`src/rtl/dma_pkg.sv`:
```
// dma_pkg: shared types and constants for the word-granular DMA copy engine.
//   dma_state_t  : top-level transfer FSM states
//   WORD_BYTES   : bytes per transferred word (addresses step by this amount)
//   LEN_WIDTH    : width of the length and word counters
//   word_offset(): byte offset of word index idx
package dma_pkg;

  typedef enum logic [1:0] {
    DMA_IDLE = 2'd0,
    DMA_XFER = 2'd1,
    DMA_DONE = 2'd2
  } dma_state_t;

  localparam int unsigned WORD_BYTES = 4;
  localparam int unsigned LEN_WIDTH  = 16;

  // Word index to byte offset; WORD_BYTES is 4, so this is a 2-bit shift.
  function automatic logic [LEN_WIDTH+1:0] word_offset(input logic [LEN_WIDTH-1:0] idx);
    return {idx, 2'b00};
  endfunction

endpackage

```
`src/rtl/dma_fifo.sv`:
```
// dma_fifo: synchronous FIFO with asynchronous active-high reset.
// Ports:
//   clk, rst  : clock and asynchronous active-high reset
//   push_i    : write din_i at the tail
//   pop_i     : drop the head entry
//   din_i     : write data
//   dout_o    : head entry (a push into an empty FIFO appears here one cycle later)
//   count_o   : number of stored entries (0..DEPTH)
//   full_o    : count_o == DEPTH
//   empty_o   : count_o == 0
module dma_fifo #(
  parameter int unsigned WIDTH = 32,
  parameter int unsigned DEPTH = 4
) (
  input  logic                     clk,
  input  logic                     rst,
  input  logic                     push_i,
  input  logic                     pop_i,
  input  logic [WIDTH-1:0]         din_i,
  output logic [WIDTH-1:0]         dout_o,
  output logic [$clog2(DEPTH):0]   count_o,
  output logic                     full_o,
  output logic                     empty_o
);

  localparam int unsigned AW = $clog2(DEPTH);
  localparam logic [AW:0] DEPTH_C = (AW + 1)'(DEPTH);

  logic [WIDTH-1:0] mem_q [DEPTH];
  logic [AW-1:0]    wr_ptr_q;
  logic [AW-1:0]    rd_ptr_q;
  logic [AW:0]      count_q;
  logic             push_ok_s;
  logic             pop_ok_s;

  // Illegal strobes are dropped so the storage stays consistent.
  assign push_ok_s = push_i && !full_o;
  assign pop_ok_s  = pop_i && !empty_o;

  assign full_o  = (count_q == DEPTH_C);
  assign empty_o = (count_q == '0);
  assign count_o = count_q;
  assign dout_o  = mem_q[rd_ptr_q];

  // Storage, pointers (wrap naturally at power-of-2 DEPTH) and occupancy.
  always_ff @(posedge clk or posedge rst) begin
    if (rst) begin
      for (int i = 0; i < int'(DEPTH); i++) begin
        mem_q[i] <= '0;
      end
      wr_ptr_q <= '0;
      rd_ptr_q <= '0;
      count_q  <= '0;
    end else begin
      if (push_ok_s) begin
        mem_q[wr_ptr_q] <= din_i;
        wr_ptr_q        <= wr_ptr_q + 1'b1;
      end
      if (pop_ok_s) begin
        rd_ptr_q <= rd_ptr_q + 1'b1;
      end
      case ({push_ok_s, pop_ok_s})
        2'b10:   count_q <= count_q + 1'b1;
        2'b01:   count_q <= count_q - 1'b1;
        default: count_q <= count_q;
      endcase
    end
  end

  dma_fifo_chk u_chk (
    .clk     (clk),
    .rst     (rst),
    .push_i  (push_i),
    .pop_i   (pop_i),
    .full_i  (full_o),
    .empty_i (empty_o)
  );

endmodule

```
`src/rtl/dma_fifo_chk.sv`:
```
// dma_fifo_chk: protocol checker for dma_fifo.
// Ports:
//   clk, rst        : clock and asynchronous active-high reset
//   push_i, pop_i   : FIFO write/read strobes
//   full_i, empty_i : FIFO status flags
module dma_fifo_chk (
  input logic clk,
  input logic rst,
  input logic push_i,
  input logic pop_i,
  input logic full_i,
  input logic empty_i
);

  // A push into a full FIFO would overwrite unread data.
  a_no_push_when_full: assert property (@(posedge clk) disable iff (rst) !(push_i && full_i));

  // A pop from an empty FIFO would return stale data.
  a_no_pop_when_empty: assert property (@(posedge clk) disable iff (rst) !(pop_i && empty_i));

endmodule

```
`src/rtl/dma_engine.sv`:
```
// dma_engine: word-granular copy engine. Reads length_i words from src_addr_i over the read
// master, buffers them in a small FIFO, and writes them in ascending order to dst_addr_i over
// the write master.
// Ports:
//   clk, rst                      : clock and asynchronous active-high reset
//   dma_start_i                   : 1-cycle start pulse; src/dst/length sampled with it (IDLE only)
//   src_addr_i, dst_addr_i        : byte addresses, bits [1:0] ignored
//   length_i                      : transfer length in words (0 completes with no bus traffic)
//   dma_done_o                    : 1-cycle completion pulse
//   dma_busy_o                    : high from the cycle after an accepted start through dma_done_o
//   rd_req_valid_o/ready_i/addr_o : read request channel
//   rd_resp_valid_i/data_i        : in-order read data, no backpressure
//   wr_req_valid_o/ready_i/addr_o/data_o : write request channel (ready = write complete)
module dma_engine
  import dma_pkg::*;
#(
  parameter int unsigned ADDR_WIDTH = 32,
  parameter int unsigned DATA_SIZE  = 32,
  parameter int unsigned FIFO_DEPTH = 4
) (
  input  logic                  clk,
  input  logic                  rst,
  input  logic                  dma_start_i,
  input  logic [ADDR_WIDTH-1:0] src_addr_i,
  input  logic [ADDR_WIDTH-1:0] dst_addr_i,
  input  logic [LEN_WIDTH-1:0]  length_i,
  output logic                  dma_done_o,
  output logic                  dma_busy_o,
  output logic                  rd_req_valid_o,
  input  logic                  rd_req_ready_i,
  output logic [ADDR_WIDTH-1:0] rd_req_addr_o,
  input  logic                  rd_resp_valid_i,
  input  logic [DATA_SIZE-1:0]  rd_resp_data_i,
  output logic                  wr_req_valid_o,
  input  logic                  wr_req_ready_i,
  output logic [ADDR_WIDTH-1:0] wr_req_addr_o,
  output logic [DATA_SIZE-1:0]  wr_req_data_o
);

  localparam int unsigned CW = $clog2(FIFO_DEPTH) + 1;
  localparam logic [CW:0] DEPTH_C = (CW + 1)'(FIFO_DEPTH);

  dma_state_t            state_q, state_d;
  logic [ADDR_WIDTH-1:0] src_q, src_d;
  logic [ADDR_WIDTH-1:0] dst_q, dst_d;
  logic [LEN_WIDTH-1:0]  len_q, len_d;
  logic [LEN_WIDTH-1:0]  rd_cnt_q, rd_cnt_d;
  logic [LEN_WIDTH-1:0]  wr_cnt_q, wr_cnt_d;
  logic [CW-1:0]         outst_q, outst_d;
  logic                  done_q, done_d;
  logic                  busy_q, busy_d;

  logic [CW-1:0]         fifo_count_s;
  logic                  fifo_full_s;
  logic                  fifo_empty_s;
  logic [DATA_SIZE-1:0]  fifo_head_s;
  logic                  credit_ok_s;
  logic                  rd_fire_s;
  logic                  wr_fire_s;
  logic                  push_s;

  // Responses cannot be stalled, so a read may only be issued when buffered plus in-flight
  // words leave room for its data. Without a handshake this sum never grows, so a raised
  // rd_req_valid_o holds until accepted.
  assign credit_ok_s    = ({1'b0, fifo_count_s} + {1'b0, outst_q}) < DEPTH_C;
  assign rd_req_valid_o = (state_q == DMA_XFER) && (rd_cnt_q < len_q) && credit_ok_s;
  assign rd_req_addr_o  = src_q + ADDR_WIDTH'(word_offset(rd_cnt_q));
  assign rd_fire_s      = rd_req_valid_o && rd_req_ready_i;

  // Responses outside XFER can only be leftovers of an aborted job.
  assign push_s         = rd_resp_valid_i && (state_q == DMA_XFER);

  assign wr_req_valid_o = (state_q == DMA_XFER) && !fifo_empty_s;
  assign wr_req_addr_o  = dst_q + ADDR_WIDTH'(word_offset(wr_cnt_q));
  assign wr_req_data_o  = fifo_head_s;
  assign wr_fire_s      = wr_req_valid_o && wr_req_ready_i;

  assign dma_done_o = done_q;
  assign dma_busy_o = busy_q;

  dma_fifo #(
    .WIDTH (DATA_SIZE),
    .DEPTH (FIFO_DEPTH)
  ) u_fifo (
    .clk     (clk),
    .rst     (rst),
    .push_i  (push_s),
    .pop_i   (wr_fire_s),
    .din_i   (rd_resp_data_i),
    .dout_o  (fifo_head_s),
    .count_o (fifo_count_s),
    .full_o  (fifo_full_s),
    .empty_o (fifo_empty_s)
  );

  // Next-state logic for the FSM, counters, latched command and status outputs.
  always_comb begin
    state_d  = state_q;
    src_d    = src_q;
    dst_d    = dst_q;
    len_d    = len_q;
    rd_cnt_d = rd_cnt_q;
    wr_cnt_d = wr_cnt_q;
    outst_d  = outst_q;

    case (state_q)
      DMA_IDLE: begin
        if (dma_start_i) begin
          src_d    = {src_addr_i[ADDR_WIDTH-1:2], 2'b00};
          dst_d    = {dst_addr_i[ADDR_WIDTH-1:2], 2'b00};
          len_d    = length_i;
          rd_cnt_d = '0;
          wr_cnt_d = '0;
          outst_d  = '0;
          state_d  = (length_i == '0) ? DMA_DONE : DMA_XFER;
        end else begin
          state_d = DMA_IDLE;
        end
      end
      DMA_XFER: begin
        if (rd_fire_s) begin
          rd_cnt_d = rd_cnt_q + 1'b1;
        end else begin
          rd_cnt_d = rd_cnt_q;
        end
        if (wr_fire_s) begin
          wr_cnt_d = wr_cnt_q + 1'b1;
        end else begin
          wr_cnt_d = wr_cnt_q;
        end
        // Issue and response in the same cycle cancel out.
        case ({rd_fire_s, push_s})
          2'b10:   outst_d = outst_q + 1'b1;
          2'b01:   outst_d = (outst_q != '0) ? (outst_q - 1'b1) : outst_q;
          default: outst_d = outst_q;
        endcase
        // The last write being accepted implies all reads returned and the FIFO drained.
        if (wr_cnt_d == len_q) begin
          state_d = DMA_DONE;
        end else begin
          state_d = DMA_XFER;
        end
      end
      DMA_DONE: begin
        state_d = DMA_IDLE;
      end
      default: begin
        state_d = DMA_IDLE;
      end
    endcase

    // Busy covers the DONE cycle and the registered done pulse that follows it.
    busy_d = (state_d != DMA_IDLE) || (state_q == DMA_DONE);
    done_d = (state_q == DMA_DONE);
  end

  // State, command and counter registers.
  always_ff @(posedge clk or posedge rst) begin
    if (rst) begin
      state_q  <= DMA_IDLE;
      src_q    <= '0;
      dst_q    <= '0;
      len_q    <= '0;
      rd_cnt_q <= '0;
      wr_cnt_q <= '0;
      outst_q  <= '0;
      done_q   <= 1'b0;
      busy_q   <= 1'b0;
    end else begin
      state_q  <= state_d;
      src_q    <= src_d;
      dst_q    <= dst_d;
      len_q    <= len_d;
      rd_cnt_q <= rd_cnt_d;
      wr_cnt_q <= wr_cnt_d;
      outst_q  <= outst_d;
      done_q   <= done_d;
      busy_q   <= busy_d;
    end
  end

endmodule
```
`config.mk`:
```
export PLATFORM = sky130hd
export DESIGN_NAME = dma_engine
export DESIGN_NICKNAME = d
export VERILOG_FILES = /design/src/rtl/dma_pkg.sv /design/src/rtl/dma_fifo.sv /design/src/rtl/dma_fifo_chk.sv /design/src/rtl/dma_engine.sv
export SDC_FILE = /design/constraint.sdc
export NUM_CORES = 1
export LEC_CHECK = 0
export CORE_MARGIN = 2
export CORE_UTILIZATION = 35
export CTS_CLUSTER_SIZE = 28
export DETAILED_ROUTE_END_ITERATION = 10
export SLEW_MARGIN = 5
export SYNTH_ARGS = -nofsm -noshare
export SYNTH_HDL_FRONTEND = slang
export SYNTH_SLANG_ARGS = --single-unit
```
`constraint.sdc`:
```
create_clock -name clk -period 8.6 [get_ports clk]
set_input_delay 1.72 -clock clk [delete_from_list [all_inputs] [get_ports clk]]
set_output_delay 1.72 -clock clk [all_outputs]
set_load 0.05 [all_outputs]
```
After elaboration in Yosys (flattened, before gate mapping):

Index checks and enable logic that the tools add are counted.

* bits of input ports: 118
* register bits: 250
* output and inout bits: 100
* logic and storage cells: 90

* $lt $le $gt $ge: 5
* reduce and logical (&&, ||, !) cells: 23
* bitwise gates (word level): 2
* eq/ne operators: 12
* mux-type cells: 21
* add/sub/neg operators: 11

Operators with widths (number)
* bitwise mux 128 bit: 1
* 2-to-1 mux 32 bit: 3
* adder 32 x 18 -> 32 bit: 2
* binary-select mux 32 bit (select 2 bit): 1
* demux 32 bit (select 2 bit): 1
* 2-to-1 mux 16 bit: 4
* case mux 16 bit (2 select lines): 2
* adder 16 x 1 -> 16 bit, second input constant: 2
* case mux 3 bit (2 select lines): 3
* equality test 16 bit: 1
* zero test 16 bit: 1
* < comparator 16 bit: 1
* logical AND 1 bit: 9
* adder 3 x 1 -> 3 bit, second input constant: 2
* equality test 2 x 1 -> 1 bit, second input constant: 3
* equality test 2 bit, second input constant: 3
* >= comparator 3 bit, second input constant: 2
* 2-to-1 mux 2 bit: 3
* 2-to-1 mux 3 bit: 2
* NOT 2 -> 3 bit: 2
* nonzero test 2 bit: 3
* subtractor 3 x 1 -> 3 bit, second input constant: 2
* adder 2 x 1 -> 2 bit, second input constant: 2
* adder 3 x 3 -> 4 bit: 1
* other kinds (15): 18

Depth between registers and ports, before layout:

* word-level depth: 11
* gate-level depth with buffers: 13
* gate-level depth less buffers: 12

Cells and area by module:

Synthesis repeated with hierarchy kept, for this count alone.

* cells, all modules: 1300
* area, all modules: 13770.7 um2

Modules (own cells, without submodules)
* dma_engine: area each 7803.7 um2, times used 1, seq. area each 2877.8 um2, cells an instance 951
* dma_fifo: area each 5967.0 um2, times used 1, seq. area each 3378.2 um2, cells an instance 349

Worst setup path after synthesis:

Ideal clock, no wire load.

* path type: reg-to-output
* start point: register wr_cnt_q[0]
* end point: output port wr_req_addr_o[30]
* stages on the path, launching flop included: 11
* arrival: 3253 ps
* path slack: 3627 ps
* required time: 6880 ps
* path buffers: 0
* cells stage by stage: dfrtp_1 > ha_1 > inv_1 > fa_1 > nor2b_1 > o2111ai_1 > nor4bb_1 > o41a_1 > o21ai_1 > nand3_1 > xnor2_1

* word-level cells in the longest chain between the ends: 1

RTL lines
* start: declaration: RTL line dma_engine.sv:48 `logic [LEN_WIDTH-1:0] wr_cnt_q, wr_cnt_d;`
* start signal: assignment: RTL line dma_engine.sv:175 `wr_cnt_q <= wr_cnt_d;`
* adder 32 x 18 -> 32 bit: RTL line dma_engine.sv:74 `assign wr_req_addr_o = dst_q + ADDR_WIDTH'(word_offset(wr_cnt_q));`
* end: declaration: RTL line dma_engine.sv:36 `output logic [ADDR_WIDTH-1:0] wr_req_addr_o,`

Every way passes these cells.

Final worst setup path:

* start point: register wr_cnt_q[0]
* end point: output port wr_req_addr_o[22]

Same word-level chain as after synthesis.

==> results.yml <==
placed_design:
  placement.io_buffers: 209
  global_placer_s_final_weighted_congestion: 0.819
  detailedPlacementHpwl_mm: 23.2
  dp.cells: 1973
synthesis:
  synth-edff-count: 0
  post-synth-top-area-fraction: 0.456
  yosys-top-cells-count: "sky130_fd_sc_hd__dfrtp_1, sky130_fd_sc_hd__nand2_1, sky130_fd_sc_hd__mux2_1, sky130_fd_sc_hd__ha_1, sky130_fd_sc_hd__xnor2_1"
  post_synth_inst_count: 1291
  synth.avg_cell_area_um2: 10.6
  asyncSetResetFlopFracSynth: 1.00
  yosys_warnings: 0
  synth_cell_type_count: 75
  biggest_area_consumer_among_synthesized_cells: "sky130_fd_sc_hd__dfrtp_1"
  seq_area_frac_synth: 0.456
  dominantRegCellSynth: "sky130_fd_sc_hd__dfrtp_1"
  ys_top_cells_by_area: "sky130_fd_sc_hd__dfrtp_1, sky130_fd_sc_hd__mux2_1, sky130_fd_sc_hd__nand2_1"
  netlist_area_um2: 13700
  synth.most_common_cell: "sky130_fd_sc_hd__dfrtp_1"
  ys_ff_latch: 250
setup_path:
  end_kind: "output pin"
  ff2ff_path_depth: 10
  reg2reg_from: "outst_q[2]"
  crit_path_start_kind: "flop"
  worstSetupStartpoint: "wr_cnt_q[0]"
  rrSetupSlack_ns: 4.75
  crit-reg2reg-capture: "outst_q[2]"
  crit_fanout: 9
  worst_ep_arrival_time_ns: 4.59
  required_ns: 6.88
  critPathKind: "flop to output pin"
  crit_end: "wr_req_addr_o[22]"
sta:
  hold_violations: 0
  final.period_utilization: 0.733
  maxSlewHeadroom: 0.229
  max_slew_vio_count: 0
  timing.final.crit_period_ns: 6.31
  setup-violations-final: 0
  timing.fmax_mhz: 159
  setup-tns-final_ns: 0
  tightest_slew_ns: 1.15
  final.setup_skew_ns: 0.0153
  rsz0062_at_grt: "false"
routing:
  ratio_of_routed_vias_to_standard_cells: 5.02
  iteration_count_of_the_initial_detailed_routing_pass: 5
  routedWlPerCell_um: 16.8
  routed-via-count: 10200
  antenna_viol_nets_final: 0
  drtIter0Drc: 425
  drcViolationCount: 0
  routed_wl_mm: 34.0
global_route:
  grt_pass1_wl_mm: 55.5
  antenna_found_initial: 2
  grt_start_max_net_pins: 153
  grt_use_total: 0.166
  vias_in_the_first_global_route: 10300
  gr-total-overflow: 0
clocking:
  cts-hold-fix-buffers: 0
  tritoncts_clock_tree: "built"
  htreeDepth: 1
  cts.sink_count: 250
  post-cts-setup-buffers: 0
  ctsRootBufferMaster: "sky130_fd_sc_hd__clkbuf_16"
  max-clock-path-buffers: 3
  clock_insertion_delay_worst_skew_ns: 0.57
  ctsResizeCount: 0
  path_clk_slew_ns: 0.06
  number_of_buffers_created_by_cts: 30
power:
  total_leakage_power_nw: 7.59
  irDropWorstVdd_mv: 0.195
  pwr_density_cell_nw_per_um2: 335
outcome:
  run_status: "finished clean"
layout:
  n_antenna_cell: 0
  fin_cells: 2028
  area.growth.synth_to_final_pct: 27.2
  fin_nets: 1665
  drive_gt1_frac: 0.0788
floorplanning:
  core_rows: 72
  dieArea_um2: 40800
  placeableCoreArea_um2: 38600
  pin_count: 218
  dieWidth_um: 202
  fp.dieH_um: 202
  floorplan.initialDensity: 0.355
hold_path:
  holdCritPathClass: "flop to flop"
  hold_path_depth: 2
flow_run:
  maxCapViolCount: 0
==> critical path, stage by stage, from the launching register on <==
cell,delay (ns)
sky130_fd_sc_hd__dfrtp_1,0.55
sky130_fd_sc_hd__ha_1,0.27
sky130_fd_sc_hd__inv_1,0.06
sky130_fd_sc_hd__fa_1,0.40
sky130_fd_sc_hd__nor2b_1,0.15
sky130_fd_sc_hd__o2111ai_1,0.14
sky130_fd_sc_hd__nor4bb_1,0.19
sky130_fd_sc_hd__o41a_1,0.45
sky130_fd_sc_hd__o21ai_1,0.55
sky130_fd_sc_hd__nand3_1,0.18
sky130_fd_sc_hd__xnor2_1,0.22
sky130_fd_sc_hd__clkdlybuf4s50_1,0.84
==> stage by stage <==
step	utilization	setup WS, ns	hold slack, ns	instance area, um^2	total power, mW
after floorplan	-	0.00837	0.452	13700	3.67
after global placement	0.423	2.91	0.468	16300	4.40
after detailed placement	0.423	2.93	0.471	16300	4.45
after CTS	0.452	2.28	0.486	17500	5.92
after global routing	0.452	2.07	0.498	17500	6.16
final	0.452	2.29	0.479	17500	5.84
==> kinds of logic after synthesis <==
kind of cell	after synthesis	share of synthesized area
AO/OA/AOI/OAI	188	0.0952
XOR/XNOR	83	0.0530
adder cells (fa/ha/maj)	60	0.0569
buffers and inverters	107	0.0308
flip-flops	250	0.456
multiplexers	167	0.163
other	1	0.000273
AND/OR/NAND/NOR	435	0.145
==> registers in the layout (all words and copies together) (netlist names) <==
signal and flops:
outst_q 3, dst_q 30, u_fifo.mem_q 128, len_q 16, src_q 30, u_fifo.wr_ptr_q 2
rd_cnt_q 16, state_q 2, wr_cnt_q 16, dma_busy_o 1, dma_done_o 1, u_fifo.count_o 3
u_fifo.rd_ptr_q 2
==> worst min-delay path by stage <==
stage,from,endpoint,slack [ns]
6_report,dst_q[16],dst_q[16],0.48
5_1_grt,u_fifo.mem_q[61],u_fifo.mem_q[61],0.50
4_1_cts,dst_q[16],dst_q[16],0.49
3_5_place_dp,dst_q[16],dst_q[16],0.47
3_3_place_gp,u_fifo.mem_q[46],u_fifo.mem_q[46],0.47
2_1_floorplan,dst_q[10],dst_q[10],0.45
==> per-layer routing <==
| layer | GRT usage | wire (um) |
|---|---|---|
| met1 | 0.222 | 15500 |
| met2 | 0.275 | 15800 |
| met3 | 0.0427 | 2060 |
| met4 | 0.0326 | 637 |
| met5 | 0 | 23 |
==> layout by cell type (no fill, tap or decap), types with 11 or more instances in the layout <==
cell type	instances
sky130_fd_sc_hd__mux4_2	32
sky130_fd_sc_hd__clkbuf_16	31
sky130_fd_sc_hd__xnor2_1	56
sky130_fd_sc_hd__ha_1	56
sky130_fd_sc_hd__nor3_1	14
sky130_fd_sc_hd__nand3_1	38
sky130_fd_sc_hd__a21oi_1	34
sky130_fd_sc_hd__clkdlybuf4s50_1	209
sky130_fd_sc_hd__and3_1	15
sky130_fd_sc_hd__nand2_1	240
sky130_fd_sc_hd__nand4_1	13
sky130_fd_sc_hd__nor2_1	53
sky130_fd_sc_hd__o21ai_0	50
sky130_fd_sc_hd__mux2_1	129
sky130_fd_sc_hd__inv_1	49
sky130_fd_sc_hd__a211oi_1	14
sky130_fd_sc_hd__o21ai_1	11
sky130_fd_sc_hd__xor2_1	27
sky130_fd_sc_hd__dfrtp_1	248
sky130_fd_sc_hd__a21o_1	11
==> cell type report <==
class,count,area (um^2)
clock inverters,20,315
repair buffers,217,2160
fillers,3610,21200
clock buffers,35,811
well taps,518,648
flip-flops and latches,250,6260
inverters,51,199
multi-input cells,937,7060
==> where the power goes <==
group / leakage (nW) / internal, mW / total [mW] / switching (mW)
combinational: 3.99 / 1.08 / 2.56 / 1.48
clock: 0.549 / 0.913 / 1.44 / 0.526
sequential: 3.05 / 1.56 / 1.84 / 0.285
total: 7.59 / 3.55 / 5.84 / 2.30
Note: power is estimated with default switching activity, not from simulation.
